**config.mk**
```make
export PLATFORM = sky130hd
export DESIGN_NAME = microcode_dispatch
export DESIGN_NICKNAME = d
export VERILOG_FILES = /design/src/rtl/microcode_dispatch.sv
export SDC_FILE = /design/constraint.sdc
export NUM_CORES = 1
export LEC_CHECK = 0
export BUFFER_PORTS_ARGS = -buffer_cell sky130_fd_sc_hd__buf_4
export CAP_MARGIN = 15
export CORE_ASPECT_RATIO = 2
export CORE_MARGIN = 10
export CORE_UTILIZATION = 45
export CTS_BUF_LIST = sky130_fd_sc_hd__clkbuf_4
export CTS_CLUSTER_DIAMETER = 40
export DETAILED_ROUTE_END_ITERATION = 8
export PLACE_DENSITY = 0.71
export SETUP_SLACK_MARGIN = 0.1
export SYNTH_ARGS = -nofsm -noshare
export SYNTH_HDL_FRONTEND = slang
export SYNTH_SLANG_ARGS = --single-unit
export TNS_END_PERCENT = 50
```
**constraint.sdc**
```tcl
create_clock -name clk -period 1.95 [get_ports clk]
set_input_delay 0.2925 -clock clk [delete_from_list [all_inputs] [get_ports clk]]
set_output_delay 0.2925 -clock clk [all_outputs]
set_load 0.05 [all_outputs]
```
**src/rtl/microcode_dispatch.sv**
```systemverilog
// microcode_dispatch
//   Front-end stage for the microcode sequencer. Incoming instruction words
//   are queued in a small FIFO. The head opcode is presented on `opcode`, and
//   `sos` pulses to start its microcode segment. The stage then waits for `eos`
//   before it retires the word and issues the next one. The halt opcode (6'h3F)
//   parks the sequencer until reset.
//
//   Optional build macro: DISPATCH_WATCHDOG_EN
//     Adds a RUN-cycle watchdog. When it expires, the stuck word is dropped and
//     the sticky `wdog_err` is set. Without the macro, `wdog_err` is tied 0.
//
// Ports
//   clk, rst             clock, asynchronous active-high reset
//   instr, instr_valid   upstream instruction word (opcode = instr[31:26])
//   instr_ready          word accepted this cycle when valid is also high
//   opcode, sos          opcode and start-of-segment pulse to the sequencer
//   eos                  end-of-segment from the sequencer
//   busy                 segment in flight (ISSUE, SETTLE or RUN)
//   halted               halt opcode reached
//   retired              count of completed segments (wraps)
//   wdog_err             watchdog expired (sticky)
module microcode_dispatch #(
    parameter int DEPTH       = 4,
    parameter int RETIRE_W    = 16,
    parameter int WDOG_CYCLES = 1024
) (
    input  logic                clk,
    input  logic                rst,
    input  logic [31:0]         instr,
    input  logic                instr_valid,
    output logic                instr_ready,
    output logic [5:0]          opcode,
    output logic                sos,
    input  logic                eos,
    output logic                busy,
    output logic                halted,
    output logic [RETIRE_W-1:0] retired,
    output logic                wdog_err
);

    localparam int          AW       = $clog2(DEPTH);
    localparam logic [AW:0] FULL_CNT = (AW+1)'(DEPTH);
    localparam logic [AW:0] ONE_CNT  = (AW+1)'(1);
    localparam logic [5:0]  HALT_OP  = 6'h3F;

    typedef enum logic [2:0] {IDLE, ISSUE, SETTLE, RUN, HALT} state_t;
    state_t state;

    // Only the opcode field matters to this stage, so the FIFO stores just that.
    logic unused_payload;
    assign unused_payload = ^instr[25:0];

    logic [5:0]    mem [DEPTH];
    logic [AW-1:0] rd_ptr, wr_ptr, rd_next;
    logic [AW:0]   count;
    logic          full, empty, push, pop, wdog_fire;
    logic [5:0]    head_op, next_op;
    logic          next_vld;

    assign full        = (count == FULL_CNT);
    assign empty       = (count == '0);
    assign instr_ready = !full && !halted;
    assign push        = instr_valid && instr_ready;
    assign pop         = (state == RUN) && (eos || wdog_fire);
    assign head_op     = mem[rd_ptr];
    assign rd_next     = rd_ptr + 1'b1;

    // Head of the FIFO as it will look after the pop. A word pushed into a
    // single-entry FIFO in the same cycle becomes the new head immediately,
    // so the next segment can issue without an IDLE bubble.
    always_comb begin
        next_vld = 1'b0;
        next_op  = 6'h00;
        if (count > ONE_CNT) begin
            next_vld = 1'b1;
            next_op  = mem[rd_next];
        end else if (push) begin
            next_vld = 1'b1;
            next_op  = instr[31:26];
        end
    end

    // Storage array: no reset. The pointers define which entries are valid.
    always_ff @(posedge clk) begin
        if (push) mem[wr_ptr] <= instr[31:26];
    end

    always_ff @(posedge clk or posedge rst) begin
        if (rst) begin
            rd_ptr <= '0;
            wr_ptr <= '0;
            count  <= '0;
        end else begin
            if (push) wr_ptr <= wr_ptr + 1'b1;
            if (pop)  rd_ptr <= rd_next;
            case ({push, pop})
                2'b10:   count <= count + 1'b1;
                2'b01:   count <= count - 1'b1;
                default: count <= count;
            endcase
        end
    end

`ifdef DISPATCH_WATCHDOG_EN
    localparam int          WW        = $clog2(WDOG_CYCLES + 1);
    localparam logic [WW-1:0] WDOG_LAST = WW'(WDOG_CYCLES - 1);
    logic [WW-1:0] wdog_cnt;

    // The watchdog fires on the WDOG_CYCLES-th RUN cycle that has eos low.
    assign wdog_fire = (state == RUN) && !eos && (wdog_cnt == WDOG_LAST);

    always_ff @(posedge clk or posedge rst) begin
        if (rst) begin
            wdog_cnt <= '0;
            wdog_err <= 1'b0;
        end else begin
            if (state == SETTLE)
                wdog_cnt <= '0;
            else if (state == RUN && !eos && !wdog_fire)
                wdog_cnt <= wdog_cnt + 1'b1;
            if (wdog_fire) wdog_err <= 1'b1;
        end
    end
`else
    logic [31:0] unused_wdog;
    assign unused_wdog = WDOG_CYCLES;
    assign wdog_fire   = 1'b0;
    assign wdog_err    = 1'b0;
`endif

    always_ff @(posedge clk or posedge rst) begin
        if (rst) begin
            state   <= IDLE;
            opcode  <= 6'h00;
            sos     <= 1'b0;
            busy    <= 1'b0;
            halted  <= 1'b0;
            retired <= '0;
        end else begin
            sos <= 1'b0;
            case (state)
                IDLE: begin
                    if (!empty) begin
                        if (head_op == HALT_OP) begin
                            state  <= HALT;
                            opcode <= HALT_OP;
                            halted <= 1'b1;
                        end else begin
                            state  <= ISSUE;
                            opcode <= head_op;
                            sos    <= 1'b1;
                            busy   <= 1'b1;
                        end
                    end
                end
                ISSUE:  state <= SETTLE;
                SETTLE: state <= RUN;
                RUN: begin
                    // eos is only sampled here. A level left over from the
                    // previous segment cannot retire a segment that is still
                    // in ISSUE or SETTLE.
                    if (pop) begin
                        if (eos) retired <= retired + 1'b1;
                        if (!next_vld) begin
                            state  <= IDLE;
                            opcode <= 6'h00;
                            busy   <= 1'b0;
                        end else if (next_op == HALT_OP) begin
                            state  <= HALT;
                            opcode <= HALT_OP;
                            busy   <= 1'b0;
                            halted <= 1'b1;
                        end else begin
                            state  <= ISSUE;
                            opcode <= next_op;
                            sos    <= 1'b1;
                        end
                    end
                end
                HALT:    state <= HALT;
                default: state <= IDLE;
            endcase
        end
    end

endmodule
```
==> results.ini, run 1 <==
[setup_path]
path_cells=buf_4 > mux4_2 > nand4_2 > nor2_2 > a311o_1
cp-endpoint=halted
slowest_delay_ns=0.54
slowest_stage=mux4_2
crit_family=multiplexers
reg2reg_slack_ns=0.16
rr_worst_depth=5
reg2reg_to=halted
end_kind=flop
cp.required_ns=2.25
path_class=reg -> reg
path_max_fanout=6
crit_cells=5
arrival_ns=2.09
worst-path-buf-inv=1
r2r_start=rd_ptr[1]
crit_path_start_kind=flop
startpoint=rd_ptr[1]

[sta]
setup_violations=0
finalHoldViolations=0
fmax_ghz=0.557
setup_ws_ns=0.156
finClkSkew_ns=0.0114
rsz0062_at_grt=true
finalSetupTns_ns=0
drv_slew=0
post-route-period-util=0.920
period_minus_slack_ns=1.79

[final_layout]
syn_to_final_growth_pct=23.0
fillCellCount=551
stdcell_count=366
layout_commonest_cell=buf_4
antennaDiodeCount=0
mostFrequentLayoutCells=49 x buf_4, 32 x dfrtp_1, 24 x edfxtp_1
drive_gt1_frac=0.354
layout.nets=321

[cts]
clkSinkCount=59
cts_made_buffers=9
worstSkewPairLatency_ns=0.41
cts_root_buffer=clkbuf_4
htreeDepth=3
cts_tree=done
cts.clk_slew.worst_paths_ns=0.09
cts.path.max_buffers=2

[global_route]
grtUsageTotal=0.121
grt_overflow=0
grt_pass1_wl_mm=9.73
antenna_found_initial=0
grt_max_degree=36
grt_pass1_vias=2069

[pwr]
powerDensity_nw_per_um2=1600
p_clk_frac=0.145
p_seq_frac=0.345
ir_drop_mv=0.602
pwr-share-comb=0.510
swShare=0.406
intPower_mw=3.40
p_leak_nw=1.57
p_sw_mw=2.33

[drt]
drc_errors=0
routedWlPerCell_um=15.8
first_pass_iters=4
routed-via-count=1913
drtAntennaViolNets=0
drt_wl_total_mm=5.77
viasPerCell=5.23
drt_iter0_markers=127

[die]
start_util=0.461
design.die.area_um2=10300
io_pins=63
fp.dieW_um=76.9
die-height_um=134
rows=41
core_um2=6310

[logic_synthesis]
avgSynthCellArea_um2=13.4
synth_edf_count=24
synthFlopType=dfrtp_1
async_flop_share=0.593
syn_inst=217
synth-seq-cells=59
yosysUniqueCellTypes=47
syn_nets=263
yosysSeqAreaShare=0.548
yosysWarnings=0
synthesis.area_um2=2910

[placement]
dp_slack_ns=0.00690
gp_congestion=0.796
dp_hpwl_mm=4.55
io_buffer_count=35
dpl.cell_count=343

[hold_path]
min_path_cells=1
hold_path_class=in -> reg

[outcome]
status=complete, no violations

[run]
drv_cap=0

==> worst register-to-register path: stages, from the launching register on <==
cell and delay [ns]:
dfrtp_2 0.46, buf_4 0.15, mux4_2 0.54, nand4_2 0.12
nor2_2 0.06, a311o_1 0.34
==> logic make-up (layout without fill, tap and decap cells) <==
group,after synthesis,in the layout,share of synthesized area
AND/OR/NAND/NOR,62,62,0.125
flip-flops,59,59,0.548
buffers and inverters,16,79,0.0314
adder cells (fa/ha/maj),10,10,0.0430
AO/OA/AOI/OAI,34,34,0.0847
XOR/XNOR,21,21,0.0632
other,1,1,0.00129
multiplexers,14,14,0.103
==> stage by stage <==
stage / hold WS, ns / power (mW) / area [µm²] / util
after floorplan: 0.391 / 3.99 / 2940 / -
after global placement: 0.428 / 4.66 / 3350 / 0.530
after detailed placement: 0.432 / 4.75 / 3350 / 0.530
after CTS: 0.0705 / 5.63 / 3500 / 0.555
after global routing: 0.0753 / 6.13 / 3580 / 0.568
final: 0.0996 / 5.73 / 3580 / 0.568
==> routing by layer <==
metal  part of all wire  up-vias  GRT usage
met4              0.033        0     0.0780
li1                   -      918          -
met5                  0        -          0
met3              0.048       14     0.0364
met1               0.36      944      0.113
met2               0.56       37      0.219
==> worst min-delay path by stage <==
stage / slack (ns) / endpoint / start
after CTS: 0.07 / mem[3][4] / instr[30]
after global routing: 0.08 / mem[3][4] / instr[30]
after global placement: 0.43 / retired[15] / rst
after floorplan: 0.39 / mem[0][0] / instr[26]
final: 0.1 / mem[3][4] / instr[30]
after detailed placement: 0.43 / retired[11] / rst
==> what timing repair did <==
item,CTS,global route
endpoints found under the setup margin,7,12
gates resized for setup,3,14
pin swaps,0,4
endpoints found under the hold margin,35,0
setup buffers,1,5
hold buffers,1,0
==> area by class of cell <==
type / count / area (µm²) / area share
Sequential cell: 59 / 1600 / 0.447
Multi-Input combinational cell: 142 / 1270 / 0.354
Timing Repair Buffer: 56 / 449 / 0.125
Tap cell: 86 / 108 / 0.0300
Clock buffer: 12 / 90.1 / 0.0252
Clock inverter: 4 / 41.3 / 0.0115
Inverter: 7 / 26.3 / 0.00734
==> synth_stat cells (all sizes together), types with 3 or more instances <==
| library cell | count | area share |
|---|---|---|
| dfrtp | 35 | 0.30 |
| edfxtp | 24 | 0.25 |
| xnor2 | 14 | 0.042 |
| nand2 | 13 | 0.017 |
| mux4 | 12 | 0.095 |
| nor2 | 12 | 0.016 |
| ha | 10 | 0.043 |
| and3 | 9 | 0.021 |
| a21o | 8 | 0.021 |
| inv | 7 | 0.0090 |
| nand3 | 7 | 0.012 |
| o21ai | 7 | 0.012 |
| xor2 | 7 | 0.021 |
| a211oi | 6 | 0.015 |
| buf | 6 | 0.018 |
| nand4 | 6 | 0.017 |
| a22oi | 5 | 0.013 |
| nor3 | 4 | 0.0086 |
| a21oi | 3 | 0.0077 |
| clkbuf | 3 | 0.0039 |
==> state kept, by name, summed over array words and instances, names as in the netlist <==
| register | cells |
|---|---|
| opcode | 6 |
| wr_ptr | 2 |
| count | 3 |
| state | 3 |
| busy | 1 |
| halted | 1 |
| mem | 24 |
| retired | 16 |
| rd_ptr | 2 |
| sos | 1 |
==> power groups by stage <==
stage          Sequential (mW)  Clock, mW  Combinational (mW)
2_1_floorplan             2.39          0                1.60
6_report                  1.98      0.832                2.92
5_1_grt                   2.04      0.924                3.17
3_3_place_gp              1.99          0                2.67
3_5_place_dp              2.01          0                2.74
4_1_cts                   1.98      0.868                2.77
No activity file was read; power rests on OpenSTA's default activity.
==> run 2: changes to the inputs <==
--- a/config.mk
+++ b/config.mk
@@ -7,7 +7,7 @@
 export LEC_CHECK = 0
 export BUFFER_PORTS_ARGS = -buffer_cell sky130_fd_sc_hd__buf_4
 export CAP_MARGIN = 15
-export CORE_ASPECT_RATIO = 2
+export CORE_ASPECT_RATIO = 1.25
 export CORE_MARGIN = 10
 export CORE_UTILIZATION = 45
 export CTS_BUF_LIST = sky130_fd_sc_hd__clkbuf_4
==> run 2 against run 1 <==
Net effect: the run now ends with hold timing left; sequential share of layout area is 0.22 points higher; fmax hardly changed; register-to-register slack hardly changed; largest cell class unchanged; worst setup slack hardly changed; critical endpoint unchanged; worst hold slack worse by 0.10 ns; non-clock buffer count is 2 lower.
==> results.ini, run 2 (synthesis results as in run 1) <==
[outcome]
status=finished, violations left
violations=hold timing

[cts]
worstSkewPairLatency_ns=0.40  ; about the same
cts_root_buffer=clkbuf_4
htreeDepth=3  ; unchanged
clkSinkCount=59  ; unchanged
postCtsHoldBufs=0  ; -1
cts.path.max_buffers=2  ; unchanged
cts.clk_slew.worst_paths_ns=0.11  ; +0.02 ns
cts_tree=done
cts_made_buffers=9  ; unchanged

[pwr]
pwr-share-comb=0.521  ; +0.011
p_clk_frac=0.129  ; -0.016
ir_drop_mv=0.567  ; -5.9%
p_sw_mw=2.40  ; +3.0%
p_leak_nw=1.54  ; -1.3%
p_seq_frac=0.350  ; +0.005
p_total_mw=5.65  ; -1.3%
powerDensity_nw_per_um2=1590  ; -0.83%
intPower_mw=3.26  ; -4.2%
swShare=0.424  ; +0.0176

[placement]
io_buffer_count=35  ; unchanged
dpl.cell_count=341  ; -0.58%
dp_hpwl_mm=4.31  ; -5.4%
gp_congestion=0.764  ; -4.0%

[sta]
holdWs_ns=-0.00110  ; -0.101 ns
setup_violations=0  ; unchanged
finClkSkew_ns=0.0130  ; +0.00156 ns
period_minus_slack_ns=1.79  ; -0.0000330 ns
rsz0062_at_grt=true
fmax_ghz=0.557  ; about the same
finalHoldViolations=7  ; +7
post-route-period-util=0.920  ; about the same
drv_slew=0  ; unchanged
finalSetupTns_ns=0  ; unchanged

[drt]
drt_wl_total_mm=5.75  ; -0.33%
drt_iter0_markers=45  ; -65%
drtAntennaViolNets=0  ; unchanged
viasPerCell=5.24  ; +0.34%
routedWlPerCell_um=15.8  ; +0.22%
drc_errors=0  ; unchanged
routed-via-count=1909  ; -0.21%
first_pass_iters=4  ; unchanged

[setup_path]
rr_worst_depth=6  ; +1
arrival_ns=2.08  ; about the same
reg2reg_to=halted
reg2reg_slack_ns=0.16  ; about the same
r2r_start=rd_ptr[1]
end_kind=flop
cp.required_ns=2.24  ; about the same
path_max_fanout=5  ; -1
path_class=reg -> reg
crit_path_start_kind=flop

[final_layout]
mostFrequentLayoutCells=48 x buf_4, 32 x dfrtp_1, 24 x edfxtp_1
largestRegisters=mem (24), retired (16), opcode (6)
syn_to_final_growth_pct=22.4
layout.nets=319  ; -0.62%
stdcell_count=364  ; -0.55%
largest_reg_flops=24  ; unchanged
regArea_um2=1600  ; unchanged
multi_input_area_um2=1280  ; +1.4%
top_register=mem
layout_commonest_cell=buf_4
fillCellCount=525  ; -4.7%
drive_gt1_frac=0.378  ; +0.0241

[die]
die-height_um=110  ; -18%
start_util=0.466  ; +0.00471
io_pins=63  ; unchanged
core_um2=6250  ; -1.0%
design.die.area_um2=10100  ; -1.7%
rows=32  ; -22%
fp.dieW_um=91.9  ; +20%

[global_route]
grtUsageMet2=0.204  ; -0.0151
grt_pass1_vias=1972  ; -4.7%
grtUsageTotal=0.119  ; -0.00173
grt_pass1_wl_mm=9.47  ; -2.7%
grt_max_degree=36  ; unchanged
grt-busiest-layer=met2
grtUsageMet3=0.0382  ; +0.00181
grt.met1_usage=0.129  ; +0.0161
antenna_found_initial=1  ; +1
grt_overflow=0  ; unchanged

[run]
drv_cap=0  ; unchanged

[hold_path]
hold_path_class=in -> async

==> run 2: worst max-delay path by stage <==
stage               from          end  cells after the start
2_1_floorplan   count[0]     count[2]                     10
3_5_place_dp   rd_ptr[0]       halted                      5
4_1_cts        rd_ptr[0]       halted                      5
5_1_grt         count[0]  instr_ready                      5
3_3_place_gp   rd_ptr[0]       halted                      5
6_report       rd_ptr[1]       halted                      6
==> run 2: final cells by class <==
class,count,area share
Multi-Input combinational cell,142,0.360
Clock buffer,11,0.0232
Sequential cell,59,0.449
Inverter,7,0.00737
Tap cell,85,0.0298
Timing Repair Buffer,54,0.121
Clock inverter,5,0.00843
Antenna cell,1,0.000702
==> run 2: power groups by stage <==
stage	combinational (mW)	sequential, mW	clock (mW)
4_1_cts	2.78	1.97	0.749
3_3_place_gp	2.66	1.99	0
6_report	2.95	1.98	0.730
3_5_place_dp	2.70	2.01	0
5_1_grt	3.22	2.03	0.804
2_1_floorplan	1.60	2.39	0
==> run 2: critical path: stages, from the launching register on <==
cell and delay, ns:
dfrtp_2 0.46, buf_6 0.12, mux4_2 0.50, and3_4 0.20
nand4_4 0.07, a21oi_2 0.07, a311o_1 0.27
==> run 2: layer usage <==
layer  vias to the layer above  share of wire
li1                        920              -
met1                       942           0.42
met2                        36           0.52
met3                        11          0.044
met4                         0          0.021
met5                         -              0
==> run 2: stage by stage <==
stage / hold WS (ns) / instance area (µm²) / utilization / setup WS, ns
4_1_cts: 0.00528 / 3480 / 0.557 / 0.0990
6_report: -0.00110 / 3560 / 0.571 / 0.156
3_3_place_gp: 0.426 / 3340 / 0.534 / 0.00278
5_1_grt: 0.0187 / 3560 / 0.571 / 0.0902
2_1_floorplan: 0.391 / 2940 / - / -0.0660
3_5_place_dp: 0.434 / 3340 / 0.534 / 0.00368
==> run 2: timing repair <==
| action | 4_1_cts | 5_1_grt |
|---|---|---|
| setup buffers | 3 | 3 |
| pin swaps | 1 | 5 |
| gates resized for setup | 3 | 19 |
| setup endpoints to repair | 10 | 13 |
